--- config.mk ---
export PLATFORM = sky130hd
export DESIGN_NAME = prog_delay_sr
export DESIGN_NICKNAME = d
export VERILOG_FILES = /design/src/rtl/prog_delay_sr.sv
export SDC_FILE = /design/constraint.sdc
export NUM_CORES = 1
export LEC_CHECK = 0
export CORE_ASPECT_RATIO = 0.75
export CORE_MARGIN = 3
export CORE_UTILIZATION = 51
export DETAILED_ROUTE_END_ITERATION = 6
export PLACE_DENSITY = 0.9
export SLEW_MARGIN = 20
export SYNTH_ARGS = -nofsm -noshare
export SYNTH_HDL_FRONTEND = slang
export SYNTH_SLANG_ARGS = --single-unit
--- constraint.sdc ---
create_clock -name clk -period 2.75 [get_ports clk]
set_clock_uncertainty 0.05 [all_clocks]
set_input_delay 0.55 -clock clk [delete_from_list [all_inputs] [get_ports clk]]
set_output_delay 0.55 -clock clk [all_outputs]
set_load 0.005 [all_outputs]
--- src/rtl/prog_delay_sr.sv ---
// ---------------------------------------------------------------------------
// prog_delay_sr
//
// Run-time programmable delay line. It delays a data/valid stream by
// 1..MAX_DLY advance cycles so the stream lines up with a slower parallel
// path. Each stage tracks its own valid bit. A stall input holds every stage.
// A flush, either explicit or caused by a change of the requested delay,
// clears the stage valids and restarts the fill tracking. A snapshot of every
// stage is exported for debug.
//
// Parameters
//   DSIZE    data width in bits (>=1)
//   MAX_DLY  number of physical stages, largest selectable delay (>=2)
//   INIT_DLY active delay after reset (1..MAX_DLY)
//   DLY_W    width of the delay select / active delay
//
// Ports
//   clk      in   clock, all logic on the rising edge
//   rst      in   synchronous reset, active-high
//   en       in   advance enable; 0 holds all stages (stall)
//   flush    in   clear all stage valids, restart fill
//   din      in   input data
//   din_vld  in   input data valid
//   dly_sel  in   requested delay in advance cycles (0 -> 1, >MAX_DLY -> MAX_DLY)
//   dout     out  data at the active tap (stage cur_dly-1)
//   dout_vld out  valid at the active tap
//   primed   out  tap holds post-flush content (fill complete)
//   cur_dly  out  active (clamped) delay
//   pdout    out  raw data of all stages, stage 0 in the LSBs
//
// dout, dout_vld, primed and cur_dly are taken only from flops. No input
// reaches them combinationally.
// ---------------------------------------------------------------------------
module prog_delay_sr #(
  parameter int DSIZE    = 8,
  parameter int MAX_DLY  = 16,
  parameter int INIT_DLY = 4,
  parameter int DLY_W    = $clog2(MAX_DLY + 1)
) (
  input  logic                       clk,
  input  logic                       rst,
  input  logic                       en,
  input  logic                       flush,
  input  logic [DSIZE-1:0]           din,
  input  logic                       din_vld,
  input  logic [DLY_W-1:0]           dly_sel,
  output logic [DSIZE-1:0]           dout,
  output logic                       dout_vld,
  output logic                       primed,
  output logic [DLY_W-1:0]           cur_dly,
  output logic [MAX_DLY*DSIZE-1:0]   pdout
);

  // Fill-status states
  localparam logic [1:0] ST_EMPTY  = 2'd0;
  localparam logic [1:0] ST_FILL   = 2'd1;
  localparam logic [1:0] ST_PRIMED = 2'd2;

  // Stage storage
  logic [DSIZE-1:0]   stg_data_q [MAX_DLY];
  logic [DSIZE-1:0]   stg_data_d [MAX_DLY];
  logic [MAX_DLY-1:0] stg_vld_q;
  logic [MAX_DLY-1:0] stg_vld_d;

  // Control state
  logic [DLY_W-1:0]   cur_dly_q;
  logic [DLY_W-1:0]   cur_dly_d;
  logic [DLY_W-1:0]   fill_cnt_q;
  logic [DLY_W-1:0]   fill_cnt_d;
  logic [1:0]         state_q;
  logic [1:0]         state_d;

  // Derived control
  logic [DLY_W-1:0]   req_dly_s;
  logic               dly_chg_s;
  logic               flush_ev_s;

  // Clamp the requested delay into the legal range 1..MAX_DLY
  always_comb begin
    req_dly_s = dly_sel;
    if (dly_sel == DLY_W'(0)) begin
      req_dly_s = DLY_W'(1);
    end else if (dly_sel > DLY_W'(MAX_DLY)) begin
      req_dly_s = DLY_W'(MAX_DLY);
    end else begin
      req_dly_s = dly_sel;
    end
  end

  // A change of delay behaves exactly like an explicit flush, even while stalled
  always_comb begin
    dly_chg_s  = (req_dly_s != cur_dly_q);
    flush_ev_s = flush | dly_chg_s;
  end

  // Next-state for stages, active delay and fill-status FSM
  always_comb begin
    stg_data_d = stg_data_q;
    stg_vld_d  = stg_vld_q;
    cur_dly_d  = cur_dly_q;
    fill_cnt_d = fill_cnt_q;
    state_d    = state_q;

    if (flush_ev_s) begin
      // Flush wins over advance: din is dropped and stage data is left as is,
      // only the valids are cleared so stale data can never exit as valid.
      stg_vld_d  = '0;
      cur_dly_d  = req_dly_s;
      fill_cnt_d = DLY_W'(0);
      state_d    = ST_EMPTY;
    end else if (en) begin
      stg_data_d[0] = din;
      for (int i = 1; i < MAX_DLY; i++) begin
        stg_data_d[i] = stg_data_q[i-1];
      end
      stg_vld_d = {stg_vld_q[MAX_DLY-2:0], din_vld};

      // Bubbles count toward filling: the FSM tracks advance edges only
      case (state_q)
        ST_EMPTY: begin
          if (cur_dly_q == DLY_W'(1)) begin
            state_d    = ST_PRIMED;
            fill_cnt_d = cur_dly_q;
          end else begin
            state_d    = ST_FILL;
            fill_cnt_d = DLY_W'(1);
          end
        end
        ST_FILL: begin
          fill_cnt_d = fill_cnt_q + DLY_W'(1);
          if ((fill_cnt_q + DLY_W'(1)) == cur_dly_q) begin
            state_d = ST_PRIMED;
          end else begin
            state_d = ST_FILL;
          end
        end
        ST_PRIMED: begin
          // Saturated: the counter sits at the active delay
          state_d    = ST_PRIMED;
          fill_cnt_d = cur_dly_q;
        end
        default: begin
          // Unreachable encoding: recover through a clean restart
          state_d    = ST_EMPTY;
          fill_cnt_d = DLY_W'(0);
          stg_vld_d  = '0;
        end
      endcase
    end else begin
      // Stall: everything holds (defaults above)
      state_d = state_q;
    end
  end

  // State registers with synchronous reset
  always_ff @(posedge clk) begin
    if (rst) begin
      for (int i = 0; i < MAX_DLY; i++) begin
        stg_data_q[i] <= '0;
      end
      stg_vld_q  <= '0;
      cur_dly_q  <= DLY_W'(INIT_DLY);
      fill_cnt_q <= DLY_W'(0);
      state_q    <= ST_EMPTY;
    end else begin
      stg_data_q <= stg_data_d;
      stg_vld_q  <= stg_vld_d;
      cur_dly_q  <= cur_dly_d;
      fill_cnt_q <= fill_cnt_d;
      state_q    <= state_d;
    end
  end

  // Output tap: one-hot compare against the active delay keeps the mux
  // index free of width juggling; cur_dly_q is always in 1..MAX_DLY.
  always_comb begin
    dout     = '0;
    dout_vld = 1'b0;
    for (int i = 0; i < MAX_DLY; i++) begin
      if (cur_dly_q == DLY_W'(i + 1)) begin
        dout     = stg_data_q[i];
        dout_vld = stg_vld_q[i];
      end else begin
        dout     = dout;
        dout_vld = dout_vld;
      end
    end
  end

  // Status outputs and raw stage snapshot
  always_comb begin
    primed  = (state_q == ST_PRIMED);
    cur_dly = cur_dly_q;
    pdout   = '0;
    for (int i = 0; i < MAX_DLY; i++) begin
      pdout[i*DSIZE +: DSIZE] = stg_data_q[i];
    end
  end

endmodule

* Word-level counts from Yosys, hierarchy flattened *
Cells that the tools add are included.

storage, ports and cells
  flip-flop bits (word level) = 156
  bits of input ports = 18
  output and inout bits = 143
  word-level logic and storage cells = 89

operators by class
  $add $sub $neg = 1
  order comparisons = 1
  equal/unequal tests = 20
  mux-type cells = 40
  bitwise operators = 2
  reductions and logical operators = 5

operators with widths
  kind                                                                    count
  8-bit 2-to-1 mux                                                        16
  5-bit by 4-bit equality test with 1-bit output (second input constant)  8
  5-bit by 3-bit equality test with 1-bit output (second input constant)  4
  1-bit 2-to-1 mux                                                        16
  16-bit 2-to-1 mux                                                       1
  5-bit 2-to-1 mux                                                        3
  5-bit case mux with 3 select lines                                      1
  5-bit by 2-bit equality test with 1-bit output (second input constant)  2
  2-bit case mux with 3 select lines                                      1
  5-bit by 1-bit adder with 5-bit output (second input constant)          1
  5-bit by 1-bit equality test with 1-bit output (second input constant)  1
  5-bit equality test                                                     1
  5-bit equality test (second input constant)                             1
  5-bit greater-than comparator (second input constant)                   1
  5-bit zero test                                                         1
  5-bit inequality test                                                   1
  2-bit 2-to-1 mux                                                        2
  3-bit OR reduction                                                      1
  2-bit by 1-bit equality test with 1-bit output (second input constant)  1
  2-bit equality test (second input constant)                             1
  2-bit zero test                                                         1
  2-bit AND reduction                                                     1
  2-bit OR reduction                                                      1
  1-bit NOT                                                               1
  1-bit OR                                                                1

* Depth between registers and ports, before layout *
Gate-level depths: netlist of run 1.

  word-level depth = 17
  gate-level depth with buffers = 9
  depth with buffers taken out = 7

* Worst setup path before layout of run 1 *
No wires, ideal clock.

  path type = flip-flop to output port
  from = register cur_dly_q[4], in the netlist cur_dly[4]
  to = output dout[0]
  data arrival time = 1.788 ns
  data required time = 2.150 ns
  setup slack = 0.362 ns
  stages on the path, launching flop included = 8
  path buffers = 1
  cells stage by stage = dfxtp_1 > buf_2 > or3b_1 > or3_1 > o221ai_1 > a32oi_1 > a21o_1 > a21oi_1

between the ends
  cells in the longest elaborated chain, start to end = 17
  elaborated cells on any way between the ends = 32
  those cells by class = eq/ne (16); mux (16)

ends and longest elaborated chain
  item                                            RTL line  text
  start: declaration                              66        logic [DLY_W-1:0] cur_dly_q;
  start signal: assignment                        162       cur_dly_q <= DLY_W'(INIT_DLY);
  start signal: assignment                        168       cur_dly_q <= cur_dly_d;
  5-bit by 1-bit equality test with 1-bit output  180       if (cur_dly_q == DLY_W'(i + 1)) begin
  8-bit 2-to-1 mux (15 in a row)                  180
  8-bit 2-to-1 mux (*)                            180
  end: declaration                                47        output logic [DSIZE-1:0] dout,

Mark *: on every way between the ends. The rest lies on a longest branch, timed or not.

* Worst setup path in the final report of run 1 *
  from = register cur_dly_q[4], in the netlist cur_dly[4]
  to = output dout[2]

Same word-level chain as after synthesis.

==> results of run 1 <==
## layout by cell type, fill, tap and decap left out, drive strengths merged, types with 4 or more instances in the layout
master and count:
nor3b 6, buf 127, clkbuf 17, nor2 70, a22oi 19, mux2i 11, dfxtp 156, clkdlybuf4s50 150
o32ai 4, a31oi 5, nand3 8, xnor2 4, nor2b 12, a221oi 7, nand2 281, inv 13
a21oi 166, nor3 12, o21ai 40, clkinv 7, or3 7, nand2b 11, o22ai 17, a211oi 5
## state kept, by name (all words and copies together) (netlist names)
name and count:
state_q 2, stg_vld_q 16, pdout 128, cur_dly 5
fill_cnt_q 5
## cell families (layout without fill, tap and decap cells)
| logic type | Yosys count | count (layout) | synth area share, % |
|---|---|---|---|
| buffers and inverters | 81 | 319 | 5.114 |
| AO/OA/AOI/OAI | 295 | 295 | 24.06 |
| adder cells (fa/ha/maj) | 1 | 1 | 0.1739 |
| multiplexers | 12 | 12 | 1.687 |
| XOR/XNOR | 7 | 7 | 0.8523 |
| flip-flops | 156 | 156 | 43.42 |
| AND/OR/NAND/NOR | 423 | 423 | 24.70 |
## where the power goes
part | switching [mW] | leakage, nW | internal, mW | total (mW)
clock | 1.03 | 0.296 | 1.45 | 2.48
combinational | 0.256 | 2.09 | 0.196 | 0.452
sequential | 0.0102 | 1.26 | 2.26 | 2.27
total | 1.30 | 3.64 | 3.90 | 5.20
## stage by stage
| stage | util [%] | power [mW] | setup slack (ns) | area [sq um] |
|---|---|---|---|---|
| after floorplan | - | 2.523 | 0.3621 | 7193 |
| after global placement | 71.02 | 2.699 | -0.2632 | 9500 |
| after detailed placement | 71.02 | 2.700 | -0.2802 | 9500 |
| after CTS | 77.96 | 5.156 | -0.2531 | 10430 |
| after global routing | 79.14 | 5.314 | -0.3272 | 10590 |
| final | 79.14 | 5.200 | -0.2755 | 10590 |
## layer usage
metal	part of all wire, %	up-vias
met5	0	-
met2	45	533
met3	11	52
li1	-	3821
met1	42	3933
met4	1.8	0
## cells in the mapped netlist (all sizes together) (3+ instances only)
| master | instances | share of area, % |
|---|---|---|
| nand2b | 11 | 0.96 |
| o21ai | 40 | 2.8 |
| a21oi | 166 | 12 |
| xor2 | 3 | 0.37 |
| o32ai | 4 | 0.49 |
| o22ai | 17 | 1.5 |
| a221o | 3 | 0.42 |
| nor3b | 6 | 0.63 |
| a22oi | 19 | 2.0 |
| dfxtp | 156 | 43 |
| a222oi | 3 | 0.42 |
| nand3 | 8 | 0.56 |
| buf | 35 | 2.7 |
| nand2 | 281 | 15 |
| nor2 | 70 | 3.7 |
| a221oi | 7 | 0.85 |
| or3 | 7 | 0.61 |
| nor3 | 12 | 0.83 |
| nor2b | 12 | 1.0 |
| a211oi | 5 | 0.59 |
| o2111ai | 3 | 0.37 |
| or4b | 3 | 0.42 |
| clkbuf | 36 | 1.9 |
| o221ai | 3 | 0.37 |
| a31oi | 5 | 0.43 |
| xnor2 | 4 | 0.49 |
| o31a | 3 | 0.37 |
| mux2i | 11 | 1.5 |
| o211ai | 3 | 0.31 |
| inv | 9 | 0.47 |
## cell type report
type,count,area (sq um)
multi-input combinational,738,3993
sequential,156,3137
fill,893,2790
timing repair buffer,277,2594
clock buffer,17,425.4
tap,171,214.0
clock inverter,15,187.7
inverter,10,37.54
## worst max-delay path by stage
stage	from	end	cells after the start
global route	cur_dly[4]	dout[0]	8
CTS	cur_dly[4]	dout[0]	8
detailed placement	cur_dly[2]	dout[4]	7
finish	cur_dly[4]	dout[2]	8
floorplan	cur_dly[4]	dout[0]	7
global placement	cur_dly[4]	dout[3]	7
## critical path, cell delays in order (launching register included)
cell                        delay, ns
sky130_fd_sc_hd__dfxtp_2         0.34
sky130_fd_sc_hd__buf_4           0.15
sky130_fd_sc_hd__or4b_4          0.62
sky130_fd_sc_hd__o22ai_4         0.21
sky130_fd_sc_hd__a21oi_2         0.08
sky130_fd_sc_hd__o2111ai_2       0.19
sky130_fd_sc_hd__nand2_1         0.12
sky130_fd_sc_hd__a31oi_1         0.16
sky130_fd_sc_hd__buf_2           0.14
## what timing repair did
action,4_1_cts,5_1_grt
gates cloned,0,0
setup endpoints to repair,9,9
pin swaps,30,18
setup buffers,13,3
gates resized for setup,101,26
==> run metrics, run 1 <==
launching element type of the critical path flip-flop; WL/cell 19.87 um; Final Worst Setup Slack -0.2755 ns; number of clock buffers inserted by TritonCTS 17; number of nets in the final layout 1219; pin slew with the least headroom to its limit 0.6959 ns; clock edge transition at the registers on the reported setup and hold paths 0.07 ns; Reg2Reg Depth 11; Async SR Flop Fraction 0%; clock tree buffer depth 2; number of maximum-capacitance constraint violations 0; M2 GR Usage 53.25%; Overall Global Routing Usage 34.61%; leakage power summed over all cells 3.644 nW; maximum level of the CTS H-tree 4; flip-flop and latch count after synthesis 156; number of cells in the finished layout apart from fillers 1384; final-report max-slew violation count 0; worst setup path class flip-flop to primary output; Rows 36; highest fanout seen on the critical path 4; Max rail drop VDD 497.0 uV; type of element capturing the critical path primary output; total length of routed wires 27490 um; horizontal extent of the die 143.1 um; count of flip-flops with a built-in enable after synthesis 0; number of antenna violations at the first check in global routing 0; Detailed Place HPWL 18610 um; # hold bufs at CTS 0; Hold EP pdout[77]; total overflow reported by the global router 0; vias in the first global route 7670; failing checks setup timing; cell count after placement 1336; Post-Syn Area 0.007193 sq mm; Slew headroom 53.61%; Yosys cell types 61; final hold vios 0; Vias per Instance 6.025; sequential area share after synthesis 43.42%; final weighted congestion of routability-driven global placement 0.9298; Top Usage Layer GRT met2; grt met3 use 6.708%; setup total negative slack -1.915 ns; initial DRC count 1141; chip height 108.9 um; maximum number of pins on one net before global-route repair 106; startpoint of the worst hold path pdout[69]; result of the run finished with violations; number of warnings reported in the yosys synthesis log 0; top-level I/O count 161; global-route met1 utilization 49.82%; Hold/Removal Path Class flip-flop to flip-flop; Final setup viols 9; Mapped Nets 994; DRC 0; Antenna Nets Post-Route 0; P per Cell Area 491.2 mW/mm^2; TritonCTS clock tree yes; CTS root buffer sky130_fd_sc_hd__clkbuf_16; sink count of the clock tree 156; Clock Latency Late Sink 0.42 ns; final critical-path share of the clock period 110.0%; reg2reg setup slack 0.16 ns; Crit path arrival time 2.43 ns; post-synthesis cell count 975; primary flip-flop cell chosen by synthesis mapping sky130_fd_sc_hd__dfxtp_1; post-synthesis to final-layout area growth 47.19%; maximum clock frequency 0.3305 GHz; endpoint required time on the critical path 2.15 ns; unrepaired setup endpoints after global routing true; layout cell share with drive strength beyond 1 18.14%; Critical R2R Capture pdout[50]; antenna fix cells 0; reg-to-reg startpoint cur_dly[4]; Post-Syn Area per Cell 7.378 sq um; post-layout min period 3.026 ns; CORE AREA 0.01338 sq mm; number of vias after detailed routing 8339; total of buffers placed on input and output ports 160; number of iterations in the first detailed-routing pass 7; die area 0.01558 sq mm; first-pass GRT wire length 42380 um; Final Hold Slack 0.4353 ns; Initial Util 53.77%; worst hold stages 2
Power figures use the tool's default switching activity.
==> run 2, diff against run 1 <==
Settings changed: PLACE_DENSITY 0.9 to 0.79.
==> run 2 against run 1 <==
  * The flow still finishes with violations (setup timing)
  * Largest power group unchanged
  * Largest cell class unchanged
  * Final cell count up 1.4%
  * Non-clock buffer count up 19
  * Clock power down 7%
  * Die area unchanged
==> run metrics, run 2 (synthesized netlist as in run 1, its figures left out) <==
result of the run finished with violations; failing checks setup timing; unrepaired setup endpoints after global routing true; total overflow reported by the global router 0 (unchanged); CORE AREA 0.01338 sq mm (unchanged); Antenna Nets Post-Route 0 (unchanged); P per Cell Area 469.4 mW/mm^2 (-4.4%); overall power 5.033 mW (-3.2%); highest fanout seen on the critical path 3 (-1); leakage power summed over all cells 3.741 nW (+2.7%); Rows 36 (unchanged); CP dominant cell by count sky130_fd_sc_hd__buf_6; Initial Util 53.77% (unchanged); sink count of the clock tree 156 (unchanged); number of iterations in the first detailed-routing pass 5 (-2); endpoint required time on the critical path 2.15 ns (about the same); first-pass GRT wire length 42720 um (+0.80%); final weighted congestion of routability-driven global placement 0.9551 (+2.7%); Clock Latency Late Sink 0.43 ns (about the same); relative contribution of sequential cells to total power 45.2% (+1.5 points); number of cells in the finished layout apart from fillers 1403 (+1.4%); maximum level of the CTS H-tree 4 (unchanged); fraction of the core area covered by cells at the end of the flow 80.14% (+1.0 points); Final Worst Setup Slack -0.3389 ns (-0.06343 ns); Clk network pwr share 45.6% (-2.0 points); layout cell share with drive strength beyond 1 20.29% (+2.2 points); Slew headroom 62.39% (+8.8 points); Crit path arrival time 2.49 ns (+0.06 ns); internal power contribution 3.754 mW (-3.9%); total length of routed wires 27160 um (-1.2%); die area 0.01558 sq mm (unchanged); peak per-stage delay on the critical path 0.59 ns (-0.03 ns); commonest non-fill, non-tap cells in the layout 277 x sky130_fd_sc_hd__nand2_1, 153 x sky130_fd_sc_hd__a21oi_1, 151 x sky130_fd_sc_hd__dfxtp_1; cell count after placement 1356 (+1.5%); Post-Layout Inst Area 0.01072 sq mm (+1.3%); setup slack after placement -0.4422 ns (-0.1620 ns); flip-flop count of the largest register after layout 128 (unchanged); Final Hold Slack 0.4319 ns (-0.003438 ns); chip height 108.9 um (unchanged); number of clock buffers inserted by TritonCTS 17 (unchanged); total of buffers placed on input and output ports 160 (unchanged); reg2reg setup slack 0.16 ns (about the same); launching element type of the critical path flip-flop; number of nets in the final layout 1238 (+1.6%); TritonCTS clock tree yes; Overall Global Routing Usage 34.93% (+0.32 points); initial DRC count 1009 (-12%); vias in the first global route 7819 (+1.9%); final critical-path share of the clock period 112.3% (+2.3 points); routed wl met2 11790 um (-5.2%); type of element capturing the critical path primary output; startpoint of the worst hold path pdout[123]; clock tree buffer depth 2 (unchanged); pin slew with the least headroom to its limit 0.5583 ns (-0.1376 ns); horizontal extent of the die 143.1 um (unchanged); routed length on met1 12000 um (+5.0%); WL/cell 19.36 um (-2.6%); wire length on met3 2771 um (-12%); worst path buffer plus inverter count 4 (+2); switching share of power 25.42% (+0.50 points); number of antenna violations at the first check in global routing 0 (unchanged); Hold/Removal Path Class flip-flop to flip-flop; Detailed Place HPWL 18800 um (+1.0%); number of maximum-capacitance constraint violations 0 (unchanged); switching power total 1.279 mW (-1.3%); Vias per Instance 5.965 (-1.0%); number of vias after detailed routing 8369 (+0.36%); CTS root buffer sky130_fd_sc_hd__clkbuf_16; Reg2Reg Depth 12 (+1); Hold EP pdout[123]; dpl cell area 0.009663 sq mm (+1.7%); post-synthesis to final-layout area growth 49.05%; Top Family by Delay on Critical Path compound AO/OA/AOI/OAI gates; # hold bufs at CTS 0 (unchanged); uppermost signal routing layer after detailed routing met4; antenna fix cells 0 (unchanged); clock edge transition at the registers on the reported setup and hold paths 0.07 ns (about the same); DRC 0 (unchanged); number of gates on the worst path with buffers counted 10 (+2); Critical R2R Capture pdout[50]; final-report max-slew violation count 0 (unchanged); series of cell instances along the critical path buf_6, buf_6, or4b_4, buf_6, o22ai_2, a21oi_2, o22ai_2, a21oi_2, o21ai_1, buf_2; setup total negative slack -2.392 ns (-0.4767 ns); top-level I/O count 161 (unchanged); worst setup path class flip-flop to primary output; Final setup viols 9 (unchanged); maximum number of pins on one net before global-route repair 99 (-6.6%); Max rail drop VDD 470.7 uV (-5.3%); final hold vios 0 (unchanged); post-layout min period 3.089 ns (+0.06343 ns); maximum clock frequency 0.3237 GHz (-2.1%); reg-to-reg startpoint cur_dly[4]; worst hold stages 2 (unchanged); critical-path cell with the highest stage delay sky130_fd_sc_hd__or4b_4; combinational fraction of design power 9.2% (+0.5 points); most frequent standard cell in the layout excluding fill and tap cells sky130_fd_sc_hd__nand2_1
[run 2: worst max path at each step]
stage / startpoint / to / slack, ns
after detailed placement: cur_dly[4] / dout[0] / -0.44
after global routing: cur_dly[4] / dout[7] / -0.42
after global placement: cur_dly[4] / dout[0] / -0.30
after floorplan: cur_dly[4] / dout[0] / 0.36
after CTS: cur_dly[4] / dout[0] / -0.34
final: cur_dly[4] / dout[3] / -0.34
[run 2: worst reg2reg max path: cells and delay by family, from the launching register on]
| kind | cells | cell delay [ns] |
|---|---|---|
| AO/OA/AOI/OAI | 3 | 0.68 |
| buffers and inverters | 7 | 0.95 |
| flip-flops | 1 | 0.34 |
| AND/OR/NAND/NOR | 2 | 0.50 |
[run 2: final cells by class]
| class | count | area, sq um |
|---|---|---|
| clock buffers | 18 | 439.2 |
| clock inverters | 14 | 133.9 |
| fillers | 948 | 2656 |
| inverters | 10 | 37.54 |
| multi-input cells | 738 | 4015 |
| flip-flops and latches | 156 | 3134 |
| well taps | 171 | 214.0 |
| repair buffers | 296 | 2748 |
[run 2: metal layers]
layer  up-vias  global-route usage [%]
met2       492                   51.27
li1       3869                       -
met4         0                   10.04
met3        56                   8.505
met5         -                       0
met1      3952                   50.97
[run 2: power groups by stage]
stage / logic, mW / registers [mW] / clock network, mW
global placement: 0.396 / 2.32 / 0
floorplan: 0.203 / 2.32 / 0
CTS: 0.441 / 2.27 / 2.29
finish: 0.463 / 2.27 / 2.30
global route: 0.490 / 2.27 / 2.39
detailed placement: 0.396 / 2.32 / 0
[run 2: what timing repair did]
item                       CTS  global route
setup buffers               15             0
gates resized for setup    128            16
setup endpoints to repair    9            67
pin swaps                   40             9
